[src/rtl/countdown_timer_if.sv]
// ---------------------------------------------------------------------------
// countdown_timer_if
// Control/status bundle between a controller (master) and countdown_timer
// (slave).
//   i_start      : load i_load_value and start/restart the countdown
//   i_pause      : level-sensitive freeze while running
//   i_load_value : duration in units, sampled with i_start
//   o_busy       : high while running (including paused)
//   o_done       : one-cycle pulse when the count reaches zero
//   o_tick       : one-cycle pulse on every decrement
//   o_remaining  : current remaining units
// Revision: 1.0 - initial release
// ---------------------------------------------------------------------------
`default_nettype none

interface countdown_timer_if #(
  parameter int WIDTH = 16
) ();
  logic             i_start;
  logic             i_pause;
  logic [WIDTH-1:0] i_load_value;
  logic             o_busy;
  logic             o_done;
  logic             o_tick;
  logic [WIDTH-1:0] o_remaining;

  modport master (
    output i_start, i_pause, i_load_value,
    input  o_busy, o_done, o_tick, o_remaining
  );

  modport slave (
    input  i_start, i_pause, i_load_value,
    output o_busy, o_done, o_tick, o_remaining
  );
endinterface

`default_nettype wire

[src/rtl/countdown_timer.sv]
// ---------------------------------------------------------------------------
// countdown_timer
// Loadable down-counting timer with prescaler, pause and a done pulse.
// A start loads the duration (in units of PRESCALE clocks) and runs until
// o_remaining reaches zero, emitting o_tick per decrement and o_done at the
// end. All outputs are registered.
// Ports:
//   i_clk   : clock, rising edge
//   i_reset : synchronous active-high reset
//   bus     : countdown_timer_if.slave (start/pause/load in, status out)
// Revision: 1.0 - initial release
// ---------------------------------------------------------------------------
`default_nettype none

module countdown_timer #(
  parameter int WIDTH          = 16,
  parameter int PRESCALE       = 4,
  parameter int PRESCALE_WIDTH = 16
) (
  input  wire logic        i_clk,
  input  wire logic        i_reset,
  countdown_timer_if.slave bus
);

  localparam logic [PRESCALE_WIDTH-1:0] c_PRE_MAX = PRESCALE_WIDTH'(PRESCALE - 1);

  typedef enum logic [0:0] {
    S_IDLE = 1'b0,
    S_RUN  = 1'b1
  } state_t;

  state_t                    r_state;
  logic [PRESCALE_WIDTH-1:0] r_prescale;
  logic [WIDTH-1:0]          r_remaining;
  logic                      r_busy;
  logic                      r_done;
  logic                      r_tick;

  state_t                    w_state_nxt;
  logic [PRESCALE_WIDTH-1:0] w_prescale_nxt;
  logic [WIDTH-1:0]          w_remaining_nxt;
  logic                      w_done_nxt;
  logic                      w_tick_nxt;

  always_ff @(posedge i_clk) begin
    if (i_reset) begin
      r_state     <= S_IDLE;
      r_prescale  <= '0;
      r_remaining <= '0;
      r_busy      <= 1'b0;
      r_done      <= 1'b0;
      r_tick      <= 1'b0;
    end else begin
      r_state     <= w_state_nxt;
      r_prescale  <= w_prescale_nxt;
      r_remaining <= w_remaining_nxt;
      // Registered busy mirrors the next state so it lines up with o_remaining.
      r_busy      <= (w_state_nxt == S_RUN);
      r_done      <= w_done_nxt;
      r_tick      <= w_tick_nxt;
    end
  end

  always_comb begin
    w_state_nxt     = r_state;
    w_prescale_nxt  = r_prescale;
    w_remaining_nxt = r_remaining;
    w_done_nxt      = 1'b0;
    w_tick_nxt      = 1'b0;

    if (bus.i_start) begin
      // Start/restart wins over pause and over a decrement due this cycle.
      w_prescale_nxt = '0;
      if (bus.i_load_value == '0) begin
        w_state_nxt     = S_IDLE;
        w_remaining_nxt = '0;
        w_done_nxt      = 1'b1;
      end else begin
        w_state_nxt     = S_RUN;
        w_remaining_nxt = bus.i_load_value;
      end
    end else if (r_state == S_RUN && !bus.i_pause) begin
      if (r_prescale != c_PRE_MAX) begin
        w_prescale_nxt = r_prescale + PRESCALE_WIDTH'(1);
      end else begin
        w_prescale_nxt = '0;
        // Guard keeps the count from wrapping below zero.
        if (r_remaining != '0) begin
          w_remaining_nxt = r_remaining - WIDTH'(1);
          w_tick_nxt      = 1'b1;
          if (r_remaining == WIDTH'(1)) begin
            w_done_nxt  = 1'b1;
            w_state_nxt = S_IDLE;
          end
        end else begin
          w_state_nxt = S_IDLE;
        end
      end
    end
  end

  assign bus.o_busy      = r_busy;
  assign bus.o_done      = r_done;
  assign bus.o_tick      = r_tick;
  assign bus.o_remaining = r_remaining;

endmodule

`default_nettype wire

[src/flat_wrapper.sv]
// flat-port wrapper written by rule: the top's interface ports become plain ports
module countdown_timer_flat 
#(
  parameter int WIDTH          = 16,
  parameter int PRESCALE       = 4,
  parameter int PRESCALE_WIDTH = 16
)
  (i_clk, i_reset, bus_i_start, bus_i_pause, bus_i_load_value, bus_o_busy, bus_o_done, bus_o_tick, bus_o_remaining);
  countdown_timer_if #(.WIDTH(WIDTH)) bus_i ();
  input  wire logic i_clk;
  input  wire logic i_reset;
  input wire logic [$bits(bus_i.i_start)-1:0] bus_i_start;
  input wire logic [$bits(bus_i.i_pause)-1:0] bus_i_pause;
  input wire logic [$bits(bus_i.i_load_value)-1:0] bus_i_load_value;
  output wire logic [$bits(bus_i.o_busy)-1:0] bus_o_busy;
  output wire logic [$bits(bus_i.o_done)-1:0] bus_o_done;
  output wire logic [$bits(bus_i.o_tick)-1:0] bus_o_tick;
  output wire logic [$bits(bus_i.o_remaining)-1:0] bus_o_remaining;
  assign bus_i.i_start = bus_i_start;
  assign bus_i.i_pause = bus_i_pause;
  assign bus_i.i_load_value = bus_i_load_value;
  assign bus_o_busy = bus_i.o_busy;
  assign bus_o_done = bus_i.o_done;
  assign bus_o_tick = bus_i.o_tick;
  assign bus_o_remaining = bus_i.o_remaining;
  countdown_timer #(.WIDTH(WIDTH), .PRESCALE(PRESCALE), .PRESCALE_WIDTH(PRESCALE_WIDTH)) u_core (.i_clk(i_clk), .i_reset(i_reset), .bus(bus_i));
endmodule
[config.mk]
export PLATFORM = sky130hd
export DESIGN_NAME = countdown_timer_flat
export DESIGN_NICKNAME = d
export VERILOG_FILES = /design/src/rtl/countdown_timer_if.sv /design/src/rtl/countdown_timer.sv /design/src/flat_wrapper.sv
export SDC_FILE = /design/constraint.sdc
export NUM_CORES = 1
export LEC_CHECK = 0
export CAP_MARGIN = 20
export CORE_UTILIZATION = 55
export DETAILED_ROUTE_END_ITERATION = 8
export GPL_TIMING_DRIVEN = 0
export MAX_ROUTING_LAYER = met4
export PLACE_DENSITY = 0.84
export SETUP_SLACK_MARGIN = 0.02
export SYNTH_ARGS = -nofsm -noshare
export SYNTH_HDL_FRONTEND = slang
export SYNTH_SLANG_ARGS = --single-unit
[constraint.sdc]
create_clock -name i_clk -period 4.3 [get_ports i_clk]
set_input_delay 1.29 -clock i_clk [delete_from_list [all_inputs] [get_ports i_clk]]
set_output_delay 1.29 -clock i_clk [all_outputs]
set_load 0.01 [all_outputs]
Word level (Yosys, flattened, before mapping) --
Index checks and enable logic that the tools add are counted.
Operators by class: $add $sub $neg 2, multipliers 0, divide/modulo/power cells 0, magnitude comparators 0, equality and inequality tests 4, shifts and indexed selects 0, multiplexer cells 19, bitwise gates (word level) 1, reductions and logical operators 10
Operators with widths (number):
- two-way mux 16 bit | 6
- adder 16 x 1 -> 16 bit, second input constant | 1
- equality test 16 x 1 -> 1 bit, second input constant | 1
- zero test 16 bit | 1
- inequality test 16 x 2 -> 1 bit, second input constant | 1
- nonzero test 16 bit | 1
- subtractor 16 x 1 -> 16 bit, second input constant | 1
- two-way mux 1 bit | 13
- AND reduction 3 bit | 2
- nonzero test 2 bit | 2
- OR reduction 4 bit | 1
- inequality test 3 bit, second input constant | 1
- inequality test 2 bit, second input constant | 1
- OR reduction 2 bit | 1
- logical AND 1 bit | 1
- zero test 1 bit | 1
- inverter 1 bit | 1
Word-level totals: bits in registers 35, latch bits 0, RAM bits 0, ROM bits 0, input port bits 20, output and inout bits 19, word-level logic and storage cells 41, memories kept 0

Longest topological paths before layout --
depth in word-level cells 6, gate-level depth with buffers 8, mapped depth without buffers 7

Least setup slack after synthesis --
OpenSTA, ideal clock, no wires.
path type input to register, start input bus_i_pause, end register u_core.r_remaining[10], in the netlist u_core.bus.o_remaining[10], library setup time 91 ps, arrival 2535 ps, data required time 4209 ps, setup slack 1674 ps, stages 6, buffers on the path 1, cell sequence and3b_1 -> and3_1 -> buf_4 -> nand3_2 -> or4_1 -> a311oi_1
Between the ends: cells in the longest elaborated chain, start to end 4
Ends and longest elaborated chain:
- start, declared | RTL line flat_wrapper.sv:13 | input wire logic [$bits(bus_i.i_pause)-1:0] bus_i_pause;
- zero test 1 bit | RTL line countdown_timer.sv:82 | end else if (r_state == S_RUN && !bus.i_pause) begin
- logical AND 1 bit | RTL line countdown_timer.sv:82
- nonzero test 2 bit (no line)
- AND reduction 3 bit (no line)
- end signal, assigned | RTL line countdown_timer.sv:56 | r_remaining <= w_remaining_nxt;
- end, declared | RTL line countdown_timer.sv:34 | logic [WIDTH-1:0] r_remaining;
Every way passes these cells. A chain may end at the register's enable or synchronous reset.

Worst setup path after layout --
start input bus_i_pause, end register u_core.r_prescale[13]
Between the ends: cells in the longest elaborated chain, start to end 2
Ends and longest elaborated chain:
- zero test 1 bit | RTL line countdown_timer.sv:82
- logical AND 1 bit | RTL line countdown_timer.sv:82
- end signal, assigned | RTL line countdown_timer.sv:55 | r_prescale <= w_prescale_nxt;
- end, declared | RTL line countdown_timer.sv:33 | logic [PRESCALE_WIDTH-1:0] r_prescale;
Every way passes these cells.

==> run summary <==
• distinct cell type count after synthesis: 53
• # H-tree levels: 2
• die width: 61.7 µm
• maximum clock path buffer count: 2
• share of cell area taken by muxes after synthesis: 0.00512
• chip height: 61.7 µm
• kind of end point of the critical path: flip-flop
• Worst Hold Launch: u_core.bus.o_remaining[15]
• final count of negative-setup-slack endpoints: 0
• hold endpoint: u_core.bus.o_remaining[15]
• startpoint kind of the worst setup timing path: input port
• wirelength, routed: 5140 µm
• Total Routing Usage GR: 0.311
• class of the most critical hold timing path: reg -> reg
• combinational family with the most area after synthesis: simple AND/OR/NAND/NOR gates
• via count of the first global-routing pass: 1819
• result of the run: complete, no violations
• detailed-placement wirelength estimate: 3800 µm
• Mean Syn Cell Area: 8.26 µm²
• actual transition at the worst max-transition pin: 0.571 ns
• final standard cell count with taps included and fillers excluded: 327
• number of remaining DRC errors: 0
• share of the cycle needed by the critical path after routing: 0.677
• required time of the critical path: 4.54 ns
• highest achievable clock rate: 343 MHz
• count of fill cells added during filler insertion: 296
• Final GP Congestion: 0.941
• Critical path buffers and inverters: 3
• number of cell instances on the worst register-to-register path: 6
• IO Port Bufs: 36
• post-synthesis net count: 260
• count of clock tree sinks: 35
• top-level port count: 39
• pwr/cell area: 291 nW/µm²
• compound-gate portion of the synthesized area: 0.176
• cell chain of the critical path: clkdlybuf4s50_1 -> and3b_1 -> and3_1 -> buf_4 -> nand2_1 -> nand2_1 -> clkbuf_1 -> nor2_1
• vias per std cell: 6.06
• critical path data arrival time: 3.15 ns
• final net count: 303
• die outline area: 3800 µm²
• pin count of the biggest net entering global routing: 13
• fin. max-slew vios: 0
• Post-Synth Simple-Gate Area: 0.330
• Clk pin slew, worst setup/hold paths: 0.11 ns
• vias post-DR: 1980
• post-synthesis cell area: 1960 µm²
• Slew headroom: 0.616
• EDFF count, synth: 0
• commonest cells in the netlist: 35 x sky130_fd_sc_hd__dfxtp_1, 32 x sky130_fd_sc_hd__nor2_1, 25 x sky130_fd_sc_hd__nand2_1, 11 x sky130_fd_sc_hd__nor4_1
• cell repeated most along the worst path: sky130_fd_sc_hd__nand2_1
• warnings from Yosys: 0
• post-CTS sizing: 0
• ranking of synthesized cells by area: sky130_fd_sc_hd__dfxtp_1 36%, sky130_fd_sc_hd__nor2_1 6.1%, sky130_fd_sc_hd__nand2_1 4.8%, sky130_fd_sc_hd__xor2_1 4.5%, sky130_fd_sc_hd__nor4_1 3.5%
• global-route wire length before repair: 8330 µm
• RSZ-0062 raised after global routing: false
• synthesized flop and latch total: 35
• Worst setup startpoint: bus_i_pause
• Row Count: 21
• endpoint of the most critical register-to-register path: u_core.bus.o_remaining[10]
• largest vdd supply drop: 203 µV
• proportion of synthesized chip area in sequential cells: 0.358
• minimum clock period after layout: 2.91 ns
• Worst Hold Depth: 2
• slowest CP cell: sky130_fd_sc_hd__clkdlybuf4s50_1
• iteration-0 DRC count of the detailed router: 222
• routed length per placed instance: 15.7 µm
• Post-Synth XOR/XNOR Area: 0.0716
• CTS tree: yes
• reported leakage power: 0.851 nW
• share of synthesized cell area in full adder, half adder and majority cells: 0.0192
• Diodes inserted: 0
• setup slack on the worst flop-to-flop path: 2.09 ns
• post-CTS setup repair buffer count: 0
• residual antenna-violating net count after detailed routing: 0
• asr flop ratio synth: 0
• gr ovfl total: 0
• Initial Utilization: 0.582
• area overhead of the layout relative to synthesis: 24.8%
• cts-stage hold buffer count: 0
• final hold violations: 0
• root buffer selected by CTS: sky130_fd_sc_hd__clkbuf_4
• worst clock skew: 0.0138 ns
• family with the most delay on the worst path: buffers and inverters
• number of search-and-repair iterations in the first detailed-routing pass: 5
• kind of critical path: in -> reg
• biggest area consumer among synthesized cells: sky130_fd_sc_hd__dfxtp_1
• cell with the most instances after synthesis: sky130_fd_sc_hd__dfxtp_1
• total clock buffers created by CTS: 5
• most instantiated flip-flop cell in the synthesis netlist: sky130_fd_sc_hd__dfxtp_1
• Post-Synthesis Cells: 237
• share of cells above drive strength 1: 0.0925
• critical path fanouts, max: 10
• Core Region: 3360 µm²
• Slowest Stage Delay on Critical Path: 0.41 ns
• startpoint of the lowest-slack register-to-register path: u_core.bus.o_remaining[0]
• placed cells: 319
• setup tns final: 0 ns
• max_cap viols: 0
• clock network latency to the later pin of the worst-skew pair: 0.36 ns
• area share of the largest cell type after synthesis: 0.358
• number of antenna violations at the first check in global routing: 0
state kept, by name (all words and copies together), names as in the netlist:
name,flops
u_core.bus.o_tick,1
u_core.bus.o_done,1
u_core.bus.o_remaining,16
u_core.r_prescale,16
u_core.r_state,1
worst max-delay path by stage:
stage,endpoint,slack [ns],cells after the start
finish,u_core.r_prescale[13],1.39,8
global route,u_core.r_prescale[14],1.23,8
CTS,u_core.r_prescale[14],1.37,8
detailed placement,u_core.r_prescale[14],0.99,8
global placement,u_core.r_prescale[0],1.04,8
floorplan,u_core.bus.o_remaining[10],1.67,6
cell usage in the layout (no fill, tap or decap), drive strengths merged, types with 2 or more instances in the layout:
cell type      synthesis  routed
xor2                  10      10
nor3                   8       8
a21oi                 12      12
or2                    2       2
and3                   4       4
inv                    4       4
clkdlybuf4s50          0      36
nor2b                  2       2
xnor2                  6       6
dfxtp                 35      35
nand2                 25      25
clkbuf                 7      13
and4                   3       3
or3                    2       2
nand3                  7       7
nor2                  33      33
a21o                   2       2
o2bb2ai                3       3
a41oi                  3       3
a31oi                  2       2
ha                     3       3
a22o                   3       3
a211oi                 6       6
nand4                  8       8
or4                    5       5
or3b                   2       2
o31ai                  3       3
o21ai                  2       2
o211ai                 4       4
buf                    6       6
nor4                  14      14
final cells by class:
class / count / area [µm²] / area share
Clock buffer: 6 / 51.3 / 0.0210
Inverter: 4 / 15.0 / 0.00615
Tap cell: 46 / 57.6 / 0.0236
Sequential cell: 35 / 701 / 0.287
Timing Repair Buffer: 36 / 360 / 0.148
Multi-Input combinational cell: 185 / 1180 / 0.482
Buffer: 13 / 63.8 / 0.0261
Clock inverter: 2 / 16.3 / 0.00666
routing by layer:
metal | part of all wire | global-route usage
met5 | 0 | -
met4 | 0.022 | 0.127
met3 | 0.077 | 0.0651
met2 | 0.47 | 0.501
met1 | 0.43 | 0.376
worst reg2reg max path, stage by stage (launching register included):
cell	delay, ns
sky130_fd_sc_hd__dfxtp_1	0.35
sky130_fd_sc_hd__inv_1	0.11
sky130_fd_sc_hd__ha_1	0.22
sky130_fd_sc_hd__nor3b_1	0.47
sky130_fd_sc_hd__nand2_1	0.24
sky130_fd_sc_hd__or4_1	0.50
sky130_fd_sc_hd__a311oi_1	0.25
through the flow:
stage	hold slack [ns]	power [mW]	setup WS [ns]	cell area, µm²	util
3_5_place_dp	0.493	0.511	0.993	2370	0.706
3_3_place_gp	0.491	0.510	1.04	2370	0.706
5_1_grt	0.541	0.742	1.23	2440	0.726
6_report	0.510	0.710	1.39	2440	0.726
2_1_floorplan	0.479	0.448	1.67	1960	-
4_1_cts	0.512	0.705	1.37	2440	0.726
power breakdown:
group	leakage (nW)	internal [mW]	switching [mW]	total, mW
logic	0.532	0.0725	0.0841	0.157
clock network	0.0345	0.0804	0.122	0.202
registers	0.285	0.335	0.0154	0.351
cell families after synthesis:
| logic type | count (synthesis) |
|---|---|
| compound gates | 46 |
| simple gates | 119 |
| buf+inv | 17 |
| fa+ha+maj | 3 |
| flops | 35 |
| mux | 1 |
| xor+xnor | 16 |
No activity file was read; power rests on OpenSTA's default activity.
